[src/rtl/mem_pkg.sv]
// Shared types and constants for the two-port sram arbiter.
// Port ids, FSM encoding and the word-alignment mask live here.
package mem_pkg;

    typedef enum logic [1:0] {
        ST_IDLE   = 2'd0,
        ST_ACCESS = 2'd1,
        ST_RESP   = 2'd2
    } state_t;

    localparam logic       PORT_I     = 1'b0;
    localparam logic       PORT_D     = 1'b1;
    localparam logic [1:0] ALIGN_MASK = 2'b11;

    function automatic logic is_misaligned(input logic [1:0] lsb);
        return (lsb & ALIGN_MASK) != 2'b00;
    endfunction

endpackage

[src/rtl/rr_arb2.sv]
// Two-way round-robin pick: on contention the port not granted last wins.
// With a single requester that requester wins; with none the output is don't-care.
module rr_arb2
    import mem_pkg::*;
(
    input  logic req_i,
    input  logic req_d,
    input  logic last_grant,
    output logic grant
);

    always_comb begin
        grant = PORT_I;
        if (req_i && req_d) grant = ~last_grant;
        else if (req_d)     grant = PORT_D;
    end

endmodule

[src/rtl/mem_arbiter.sv]
// Shares one single-cycle sram between an instruction read port and a data
// read/write port. IDLE -> ACCESS -> RESP, ack two cycles after req is sampled.
module mem_arbiter
    import mem_pkg::*;
#(
    parameter int ADDR_W = 32,
    parameter int DATA_W = 32
) (
    input  logic              clk,
    input  logic              rst_n,
    input  logic              i_req,
    input  logic [ADDR_W-1:0] i_addr,
    output logic              i_ack,
    output logic [DATA_W-1:0] i_rdata,
    output logic              i_err,
    input  logic              d_req,
    input  logic              d_we,
    input  logic [ADDR_W-1:0] d_addr,
    input  logic [DATA_W-1:0] d_wdata,
    output logic              d_ack,
    output logic [DATA_W-1:0] d_rdata,
    output logic              d_err,
    output logic              mem_cs,
    output logic              mem_oe,
    output logic              mem_we,
    output logic [ADDR_W-1:0] mem_addr,
    output logic [DATA_W-1:0] mem_din,
    input  logic [DATA_W-1:0] mem_dout
);

    state_t            state, state_nx;
    logic              grant, last_grant;
    logic              win_id, win_we, win_mis;
    logic [ADDR_W-1:0] lat_addr;
    logic [DATA_W-1:0] lat_wdata;
    logic              any_req, access_go, resp;

    assign any_req = i_req || d_req;

    rr_arb2 u_rr (
        .req_i      (i_req),
        .req_d      (d_req),
        .last_grant (last_grant),
        .grant      (grant)
    );

    always_ff @(posedge clk or negedge rst_n) begin
        if (!rst_n) state <= ST_IDLE;
        else        state <= state_nx;
    end

    always_comb begin
        state_nx = state;
        case (state)
            ST_IDLE:   if (any_req) state_nx = ST_ACCESS;
            ST_ACCESS: state_nx = ST_RESP;
            ST_RESP:   state_nx = ST_IDLE;
            default:   state_nx = ST_IDLE;
        endcase
    end

    // Requests are sampled only in IDLE; later changes by the requester are ignored.
    always_ff @(posedge clk or negedge rst_n) begin
        if (!rst_n) begin
            last_grant <= PORT_D;
            win_id     <= PORT_I;
            win_we     <= 1'b0;
            win_mis    <= 1'b0;
            lat_addr   <= '0;
            lat_wdata  <= '0;
        end else if (state == ST_IDLE && any_req) begin
            last_grant <= grant;
            win_id     <= grant;
            win_we     <= (grant == PORT_D) && d_we;
            win_mis    <= is_misaligned((grant == PORT_D) ? d_addr[1:0] : i_addr[1:0]);
            lat_addr   <= (grant == PORT_D) ? d_addr : i_addr;
            lat_wdata  <= ((grant == PORT_D) && d_we) ? d_wdata : '0;
        end
    end

    assign access_go = (state == ST_ACCESS) && !win_mis;
    assign mem_cs    = access_go;
    assign mem_oe    = access_go && !win_we;
    assign mem_we    = access_go && win_we;
    assign mem_addr  = lat_addr;
    assign mem_din   = lat_wdata;

    // Only reads update rdata; writes and misaligned accesses leave it untouched.
    always_ff @(posedge clk or negedge rst_n) begin
        if (!rst_n) begin
            i_rdata <= '0;
            d_rdata <= '0;
        end else if (access_go && !win_we) begin
            if (win_id == PORT_D) d_rdata <= mem_dout;
            else                  i_rdata <= mem_dout;
        end
    end

    assign resp  = (state == ST_RESP);
    assign i_ack = resp && (win_id == PORT_I);
    assign d_ack = resp && (win_id == PORT_D);
    assign i_err = i_ack && win_mis;
    assign d_err = d_ack && win_mis;

endmodule

[config.mk]
export PLATFORM = sky130hd
export DESIGN_NAME = mem_arbiter
export DESIGN_NICKNAME = d
export VERILOG_FILES = /design/src/rtl/mem_pkg.sv /design/src/rtl/rr_arb2.sv /design/src/rtl/mem_arbiter.sv
export SDC_FILE = /design/constraint.sdc
export NUM_CORES = 1
export LEC_CHECK = 0
export CAP_MARGIN = 20
export CELL_PAD_IN_SITES_DETAIL_PLACEMENT = 0
export CELL_PAD_IN_SITES_GLOBAL_PLACEMENT = 1
export CORE_ASPECT_RATIO = 2
export CORE_UTILIZATION = 34
export DETAILED_ROUTE_END_ITERATION = 8
export PLACE_DENSITY = 0.95
export SKIP_LAST_GASP = 1
export SLEW_MARGIN = 5
export SYNTH_ARGS = -nofsm -noshare
export SYNTH_HDL_FRONTEND = slang
export SYNTH_SLANG_ARGS = --single-unit
[constraint.sdc]
create_clock -name clk -period 3.2 [get_ports clk]
set_input_delay 0.64 -clock clk [delete_from_list [all_inputs] [get_ports clk]]
set_output_delay 0.64 -clock clk [all_outputs]
set_load 0.05 [all_outputs]
* Yosys cells after proc, flatten, opt, wreduce, memory -nomap -nowiden
Cells that the tools add are included.
Storage, ports and cells: flip-flop bits (word level) 134, memories 0, latch bits 0, bits of input ports 133, memory bits (writable) 0, memory bits (read-only) 0
Operators by class: muxes and demuxes 7, $mul 0, equality and inequality tests 3, bitwise logic cells 2, magnitude comparators 0, divide/modulo/power cells 0, add/subtract/negate cells 0, reductions and logical operators 17, shift operators 0
Operators by type and width (count):
- two-way mux 32 bit | 2
- logical AND 1 bit | 10
- two-way mux 2 bit | 2
- one-hot mux 2 bit (2 select lines) | 1
- AND reduction 2 bit | 2
- equality test 2 x 1 -> 1 bit (second input constant) | 1
- equality test 2 bit (second input constant) | 1
- zero test 1 bit | 2
- zero test 2 bit | 1
- two-way mux 1 bit | 2
- inequality test 2 bit (second input constant) | 1
- NOT 1 bit | 2
- nonzero test 2 bit | 1
- logical OR 1 bit | 1

* Depth between registers and ports, before layout
Gate-level depths: netlist of run 1.
depth in word-level cells 4, depth in mapped cells 5

* Modules after synthesis
From an unflattened synthesis of run 1, not the netlist that was laid out.
Unflattened totals: cell total of the unflattened synthesis 379, area, all modules 5327.6 µm²
By module, submodules not included:
- mem_arbiter | times used 1, area each 5316.3 µm², cells each 378
- rr_arb2 | times used 1, area each 11.3 µm², cells each 1

* Worst setup path before layout of run 1
Ideal clock, no wire load.
path type register to register, start register state[1], end register i_rdata[10], data arrival time 1.968 ns, setup time 0.127 ns, slack 1.104 ns, period minus slack after synthesis 2.096 ns, buffers on the path 2, cell stages (with the launch flop) 6, cell sequence dfrtp_1 -> nor4b_4 -> nor2b_1 -> buf_4 -> buf_6 -> mux2_1
Between the ends: word-level cells in the longest chain between the ends 4
Ends and longest elaborated chain:
- start: declaration | RTL line mem_arbiter.sv:31 | state_t state, state_nx;
- start signal: assignment | RTL line mem_arbiter.sv:49 | else state <= state_nx;
- equality test 2 x 1 -> 1 bit | RTL line mem_arbiter.sv:81 | assign access_go = (state == ST_ACCESS) && !win_mis;
- logical AND 1 bit | RTL line mem_arbiter.sv:81
- logical AND 1 bit
- net mem_oe | RTL line mem_arbiter.sv:24 | output logic mem_oe,
- AND reduction 2 bit (no line)
- end signal: assignment | RTL line mem_arbiter.sv:95 | else i_rdata <= mem_dout;
- end: declaration | RTL line mem_arbiter.sv:14 | output logic [DATA_W-1:0] i_rdata,
The timed path passes the listed nets, and every way through them passes these cells. A chain may end at the register's enable or synchronous reset.

* Worst setup path after layout of run 1
start register state[1], end output port i_err
Between the ends: word-level cells in the longest chain between the ends 3
Ends and longest elaborated chain:
- equality test 2 bit | RTL line mem_arbiter.sv:99 | assign resp = (state == ST_RESP);
- logical AND 1 bit | RTL line mem_arbiter.sv:100 | assign i_ack = resp && (win_id == PORT_I);
- logical AND 1 bit | RTL line mem_arbiter.sv:102 | assign i_err = i_ack && win_mis;
- end: declaration | RTL line mem_arbiter.sv:15 | output logic i_err,
No other way between the ends.

==> flow_metrics.env, run 1 <==
export IMPL_vias=3935
export IMPL_first_iter_violations=104
export IMPL_grt_pass1_wl_um=24100
export IMPL_async_flop_share_pct=100
export IMPL_cts_setup_buffers=0
export IMPL_drive_above_1_share_pct=16.3
export IMPL_register_area_sq_um=3350
export IMPL_reg2reg_slack_ns=1.15
export IMPL_synth_xor_area_share_pct=0
export IMPL_num_io_pins=268
export IMPL_cp_max_fo=6
export IMPL_synth_top_family_by_area="multiplexers"
export IMPL_drc=0
export IMPL_dr_pass1_iters=4
export IMPL_fp_dieH_um=180
export IMPL_synth_top_area_share_pct=61.9
export IMPL_yosysUniqueCellTypes=31
export IMPL_die_area_sq_um=16300
export IMPL_n_antenna_cell=0
export IMPL_end_kind="output port"
export IMPL_critPathRequiredTime_ns=2.56
export IMPL_core_area_sq_um=15400
export IMPL_fmax_ghz=0.359
export IMPL_synth_compound_area_share_pct=6.82
export IMPL_start_util_pct=35.0
export IMPL_cts_reportedPaths_clkPinSlew_ns=0.06
export IMPL_synth_fa_ha_area_share_pct=0
export IMPL_n_fill_cell=1260
export IMPL_worstPathArrival_ns=2.15
export IMPL_clockBufferDepth=2
export IMPL_maxCapViolCount=0
export IMPL_htree_levels=4
export IMPL_synth_simple_area_share_pct=2.19
export IMPL_worst_setup_path_type="flop to output port"
export IMPL_yosysTopAreaCell="dfrtp_1"
export IMPL_clk_latency_ns=0.40
export IMPL_fin_crit_ns=2.79
export IMPL_wl_per_cell_um=18.2
export IMPL_syn_num_nets=475
export IMPL_total_power_w=0.0111
export IMPL_cts_tree="done"
export IMPL_hold_violations=0
export IMPL_hpwl_um=11100
export IMPL_start_kind="flop"
export IMPL_cts_root_buf="clkbuf_16"
export IMPL_r2r_start="state[1]$_DFFE_PN0P_"
export IMPL_finalCritPeriodShare_pct=87.0
export IMPL_antenna_found_initial=0
export IMPL_synthFlopType="dfrtp_1"
export IMPL_place_ws_ns=0.626
export IMPL_outcome="completed"
export IMPL_reg2reg_depth=3
export IMPL_syn_instance_count=342
export IMPL_syn_area_sq_um=5370
export IMPL_powerDensity_nw_per_um2=1250
export IMPL_yosysWarnings=0
export IMPL_grt_pass1_vias=4482
export IMPL_worstMarginPinSlew_ns=0.836
export IMPL_wirelength_um=15000
export IMPL_cts_num_sinks=134
export IMPL_grt_overflow=0
export IMPL_synth_edf_count=0
export IMPL_setup_viol=0
export IMPL_finClkSkew_ns=0.0104
export IMPL_ant_nets=0
export IMPL_die_x_um=90.9
export IMPL_place_port_buffers=267
export IMPL_ys_seq_area_share_pct=62.4
export IMPL_multiInputGateArea_sq_um=1900
export IMPL_grt_max_degree=67
export IMPL_cts_buffers=17
export IMPL_globalRouteTotalUtil_pct=19.1
export IMPL_final_nets=747
export IMPL_maxSlewHeadroom_pct=44.0
export IMPL_area_growth_pct=65.0
export IMPL_synth_mux_area_fraction_pct=26.2
export IMPL_rsz0062_at_grt="no"
export IMPL_hold_path_class="input port to async pin"
export IMPL_ys_seq_elements=134
export IMPL_gp_congestion=0.748
export IMPL_p_leak_nw=3.72
export IMPL_core_rowCount=64
export IMPL_tns_ns=0
export IMPL_syn_area_per_cell_sq_um=15.7
export IMPL_hold_buffers=0
export IMPL_setup_slack_ns=0.414
export IMPL_via_per_inst=4.78
export IMPL_r2r_end="d_rdata[2]$_DFFE_PN0P_"
export IMPL_synth_area_leaders="dfrtp_1 (62%), mux2_1 (14%), mux2_2 (12%), a22o_1 (5.4%), buf_2 (1.2%)"
export IMPL_ctsResizeCount=0
export IMPL_peakVddDrop_v=0.000741
export IMPL_drv_slew=0
-- worst max-delay path, stage by stage (launching register included) --
cell	delay, ns
dfrtp_1	0.50
nor2b_1	0.25
nand2_1	0.08
nor2_1	0.09
clkdlybuf4s50_1	0.82
-- flip-flops by register name (all words and copies together) (netlist names) --
signal,count
d_rdata,32
i_rdata,32
last_grant,1
mem_addr,32
mem_din,32
state,2
win_id,1
win_mis,1
win_we,1
-- placed cells by master, fill, tap and decap left out, drive strengths merged --
cell             n
clkdlybuf4s50  266
dfrtp          133
mux2           124
a22o            33
clkbuf          17
buf              7
inv              7
clkinv           5
bufinv           4
nor2b            4
and3             3
o21ai            3
and2             2
a21oi            2
nand2            2
nor2             2
nor4b            1
a21bo            1
a21boi           1
o2bb2ai          1
nor4bb           1
nor3b            1
mux2i            1
a31oi            1
a21o             1
o221ai           1
clkinvlp         1
dfstp            1
-- power breakdown --
| group | internal [W] | leakage, nW | switching, W |
|---|---|---|---|
| clock network | 0.00131 | 0.304 | 0.000763 |
| registers | 0.00250 | 1.64 | 0.000482 |
| logic | 0.00217 | 1.78 | 0.00382 |
-- per-stage QoR --
step                hold WS, ns  cell area [sq um]  utilization, %  instances
finish                    0.240               8870            57.7        824
global route              0.271               8870            57.7        824
CTS                       0.245               8870            57.7        824
detailed placement        0.477               8240            53.6        793
global placement          0.466               8240            53.6        793
floorplan                 0.344               5370               -        342
-- area by class of cell --
cell class | count | area share [%]
Clock buffer | 17 | 4.80
Sequential cell | 134 | 37.8
Timing Repair Buffer | 273 | 30.8
Multi-Input combinational cell | 185 | 21.4
Inverter | 3 | 0.127
Tap cell | 198 | 2.79
Clock inverter | 14 | 2.24
-- routing by layer --
| layer | routed length (um) | track usage (%) | vias up |
|---|---|---|---|
| met1 | 5320 | 20.1 | 1949 |
| met2 | 8390 | 35.6 | 170 |
| met3 | 828 | 4.19 | 25 |
| met4 | 427 | 8.32 | 0 |
| met5 | 0 | 0 | - |
| li1 | - | - | 1791 |
-- logic make-up after synthesis --
| logic type | count (synthesis) |
|---|---|
| AO/OA/AOI/OAI | 44 |
| buffers and inverters | 23 |
| flip-flops | 134 |
| multiplexers | 125 |
| AND/OR/NAND/NOR | 16 |
-- synthesized netlist by cell type, drive strengths merged, types with 2 or more instances --
cell type and instances:
clkbuf 3, inv 3, and3 3, and2 2, dfrtp 133, nor2 2
buf 17, nand2 2, a22o 33, nor2b 4, o21ai 3, a21oi 2
mux2 124
-- worst max path at each step --
stage	start	end	slack, ns	cells after the start
after floorplan	state[1]$_DFFE_PN0P_	i_rdata[10]$_DFFE_PN0P_	1.10	5
after global placement	i_req	mem_addr[12]$_DFFE_PN0P_	0.71	5
after detailed placement	i_req	mem_addr[11]$_DFFE_PN0P_	0.63	5
after CTS	state[1]$_DFFE_PN0P_	i_err	0.39	4
after global routing	state[1]$_DFFE_PN0P_	i_err	0.26	4
final	state[1]$_DFFE_PN0P_	i_err	0.41	4
Note: power is estimated with default switching activity, not from simulation.
==> inputs of run 2 (changes only) <==
CAP_MARGIN = not set   (was 20)
==> results of run 2 <==
Same layout as run 1: the final DEF is identical, and so are final timing and power.
==> inputs of run 3 (changes only) <==
RECOVER_POWER = 50   (was not set)
==> run 3 against run 2 <==
Sequential cell count did not move. Core utilization fell by 0.15 points. Wire length barely moved. Worst setup slack improved by 0.011 ns. Clock power barely moved. Global-route usage did not move. Largest power group unchanged. Register-to-register slack got worse by 0.43 ns. Final cell count did not move. Worst hold slack improved by 0.24 ns. The run now ends with max-capacitance violations, max-slew violations left. Sequential share of layout area rose by 0.096 points. First-iteration DRC count rose by 7.7%.
==> flow_metrics.env, run 3 (same netlist as run 1, synthesis figures left out) <==
export IMPL_end_kind="output port"
export IMPL_cpPeakStageDelay_ns=0.82
export IMPL_r2r_start="state[1]$_DFFE_PN0P_"
export IMPL_cts_num_sinks=134
export IMPL_outcome="complete, but fails checks"
export IMPL_clock_power_share_pct=18.8
export IMPL_grt_max_degree=67
export IMPL_layout_cells_non_filler=824
export IMPL_globalRouteTotalUtil_pct=19.1
export IMPL_grt_overflow=0
export IMPL_start_util_pct=35.0
export IMPL_ant_nets=0
export IMPL_drv_slew=102
export IMPL_rsz0062_at_grt="no"
export IMPL_fp_dieH_um=180
export IMPL_tns_ns=0
export IMPL_worstMarginPinSlew_ns=1.67
export IMPL_share_seq_of_total_power_pct=27.0
export IMPL_fin_crit_ns=2.78
export IMPL_fin_hold_ws_ns=0.484
export IMPL_register_area_sq_um=3350
export IMPL_fmax_ghz=0.360
export IMPL_cp_top_family="buffers and inverters"
export IMPL_grt_pass1_wl_um=24100
export IMPL_n_fill_cell=1267
export IMPL_dr_pass1_iters=4
export IMPL_hold_buffers=0
export IMPL_layout_common_cells="clkdlybuf4s50_1 (265), dfrtp_1 (133), mux2_1 (68), mux2_2 (56), a22o_1 (33)"
export IMPL_drive_above_1_share_pct=15.5
export IMPL_dp_cells=793
export IMPL_netSwitchingFraction_pct=45.9
export IMPL_finalCritPeriodShare_pct=86.7
export IMPL_powerDensity_nw_per_um2=1250
export IMPL_cp_max_fo=6
export IMPL_violations="max-capacitance violations, max-slew violations"
export IMPL_clk_latency_ns=0.40
export IMPL_maxSlewHeadroom_pct=-11.2
export IMPL_htree_levels=4
export IMPL_n_antenna_cell=0
export IMPL_hpwl_um=11100
export IMPL_peakVddDrop_v=0.000736
export IMPL_die_area_sq_um=16300
export IMPL_cts_setup_buffers=0
export IMPL_first_iter_violations=112
export IMPL_drc=0
export IMPL_cts_reportedPaths_clkPinSlew_ns=0.06
export IMPL_core_area_sq_um=15400
export IMPL_setup_viol=0
export IMPL_via_per_inst=4.79
export IMPL_cts_buffers=17
export IMPL_cp_buffers_inverters=1
export IMPL_net_switching_power_w=0.00506
export IMPL_worstPathArrival_ns=2.14
export IMPL_finClkSkew_ns=0.0105
export IMPL_wl_per_cell_um=18.2
export IMPL_num_io_pins=268
export IMPL_die_x_um=90.9
export IMPL_cp_cell_sequence="nor2b_1, nand2_1, nor2_1, clkdlybuf4s50_1"
export IMPL_worst_setup_path_type="flop to output port"
export IMPL_antenna_found_initial=0
export IMPL_p_leak_nw=3.71
export IMPL_hold_path_class="flop to flop"
export IMPL_hold_violations=0
export IMPL_cts_root_buf="clkbuf_16"
export IMPL_area_growth_pct=64.6
export IMPL_final_common_cell="clkdlybuf4s50_1"
export IMPL_maxCapViolCount=2
export IMPL_combPwrFrac_pct=54.2
export IMPL_final_nets=747
export IMPL_core_rowCount=64
export IMPL_cp_slowest_cell="clkdlybuf4s50_1"
export IMPL_crit_start="state[1]$_DFFE_PN0P_"
export IMPL_min_delay_start="i_rdata[19]$_DFFE_PN0P_"
export IMPL_clockBufferDepth=2
export IMPL_multiInputGateArea_sq_um=1890
export IMPL_place_port_buffers=267
export IMPL_cts_tree="done"
export IMPL_vias=3950
export IMPL_critPathRequiredTime_ns=2.56
export IMPL_wirelength_um=15000
export IMPL_intPower_w=0.00598
export IMPL_grt_pass1_vias=4482
export IMPL_start_kind="flop"
export IMPL_gp_congestion=0.748
export IMPL_ctsResizeCount=0
[run 3: worst register-to-register path, stage by stage (launching register included)]
cell     delay [ns]
dfrtp_1        0.47
nor2_1         0.31
o21ai_0        0.19
inv_1          0.94
mux2_2         0.46
[run 3: per-stage QoR]
step / instance area (sq um) / util, % / worst slack, ns / total power (W)
6_report: 8840 / 57.5 / 0.425 / 0.0110
5_1_grt: 8840 / 57.5 / 0.250 / 0.0115
4_1_cts: 8870 / 57.7 / 0.390 / 0.0112
3_5_place_dp: 8240 / 53.6 / 0.626 / 0.00905
3_3_place_gp: 8240 / 53.6 / 0.705 / 0.00890
2_1_floorplan: 5370 / - / 1.10 / 0.00685
[run 3: cell type report]
class,count,share of cell area [%]
Clock buffer,17,4.81
Clock inverter,14,2.25
Inverter,3,0.127
Multi-Input combinational cell,185,21.4
Sequential cell,134,37.9
Tap cell,198,2.80
Timing Repair Buffer,273,30.7
[run 3: path summary, 6_finish.rpt]
| kind | to | slack [ns] | cells after the start |
|---|---|---|---|
| hold / removal | i_rdata[19]$_DFFE_PN0P_ | 0.48 | 1 |
| hold reg to reg | i_rdata[19]$_DFFE_PN0P_ | 0.48 | 1 |
| max in group asynchronous | i_rdata[19]$_DFFE_PN0P_ | 0.74 | 2 |
| setup reg to reg | mem_addr[14]$_DFFE_PN0P_ | 0.72 | 4 |
| setup / recovery | i_err | 0.42 | 4 |
| min in group asynchronous | mem_din[31]$_DFFE_PN0P_ | 0.67 | 1 |
[run 3: layer usage]
layer  vias up  global-route usage, %  share of wire (%)
met5         -                      0                  0
met4         0                   8.32                2.9
met3        25                   4.19                5.6
met2       170                   35.6                 56
met1      1965                   20.1                 36
li1       1790                      -                  -
[run 3: power by group through the flow]
stage / Sequential, W / Combinational, W / Clock (W)
after floorplan: 0.00561 / 0.00124 / 0
final: 0.00298 / 0.00598 / 0.00207
after global placement: 0.00296 / 0.00594 / 0
after CTS: 0.00299 / 0.00605 / 0.00212
after detailed placement: 0.00301 / 0.00604 / 0
after global routing: 0.00310 / 0.00621 / 0.00220
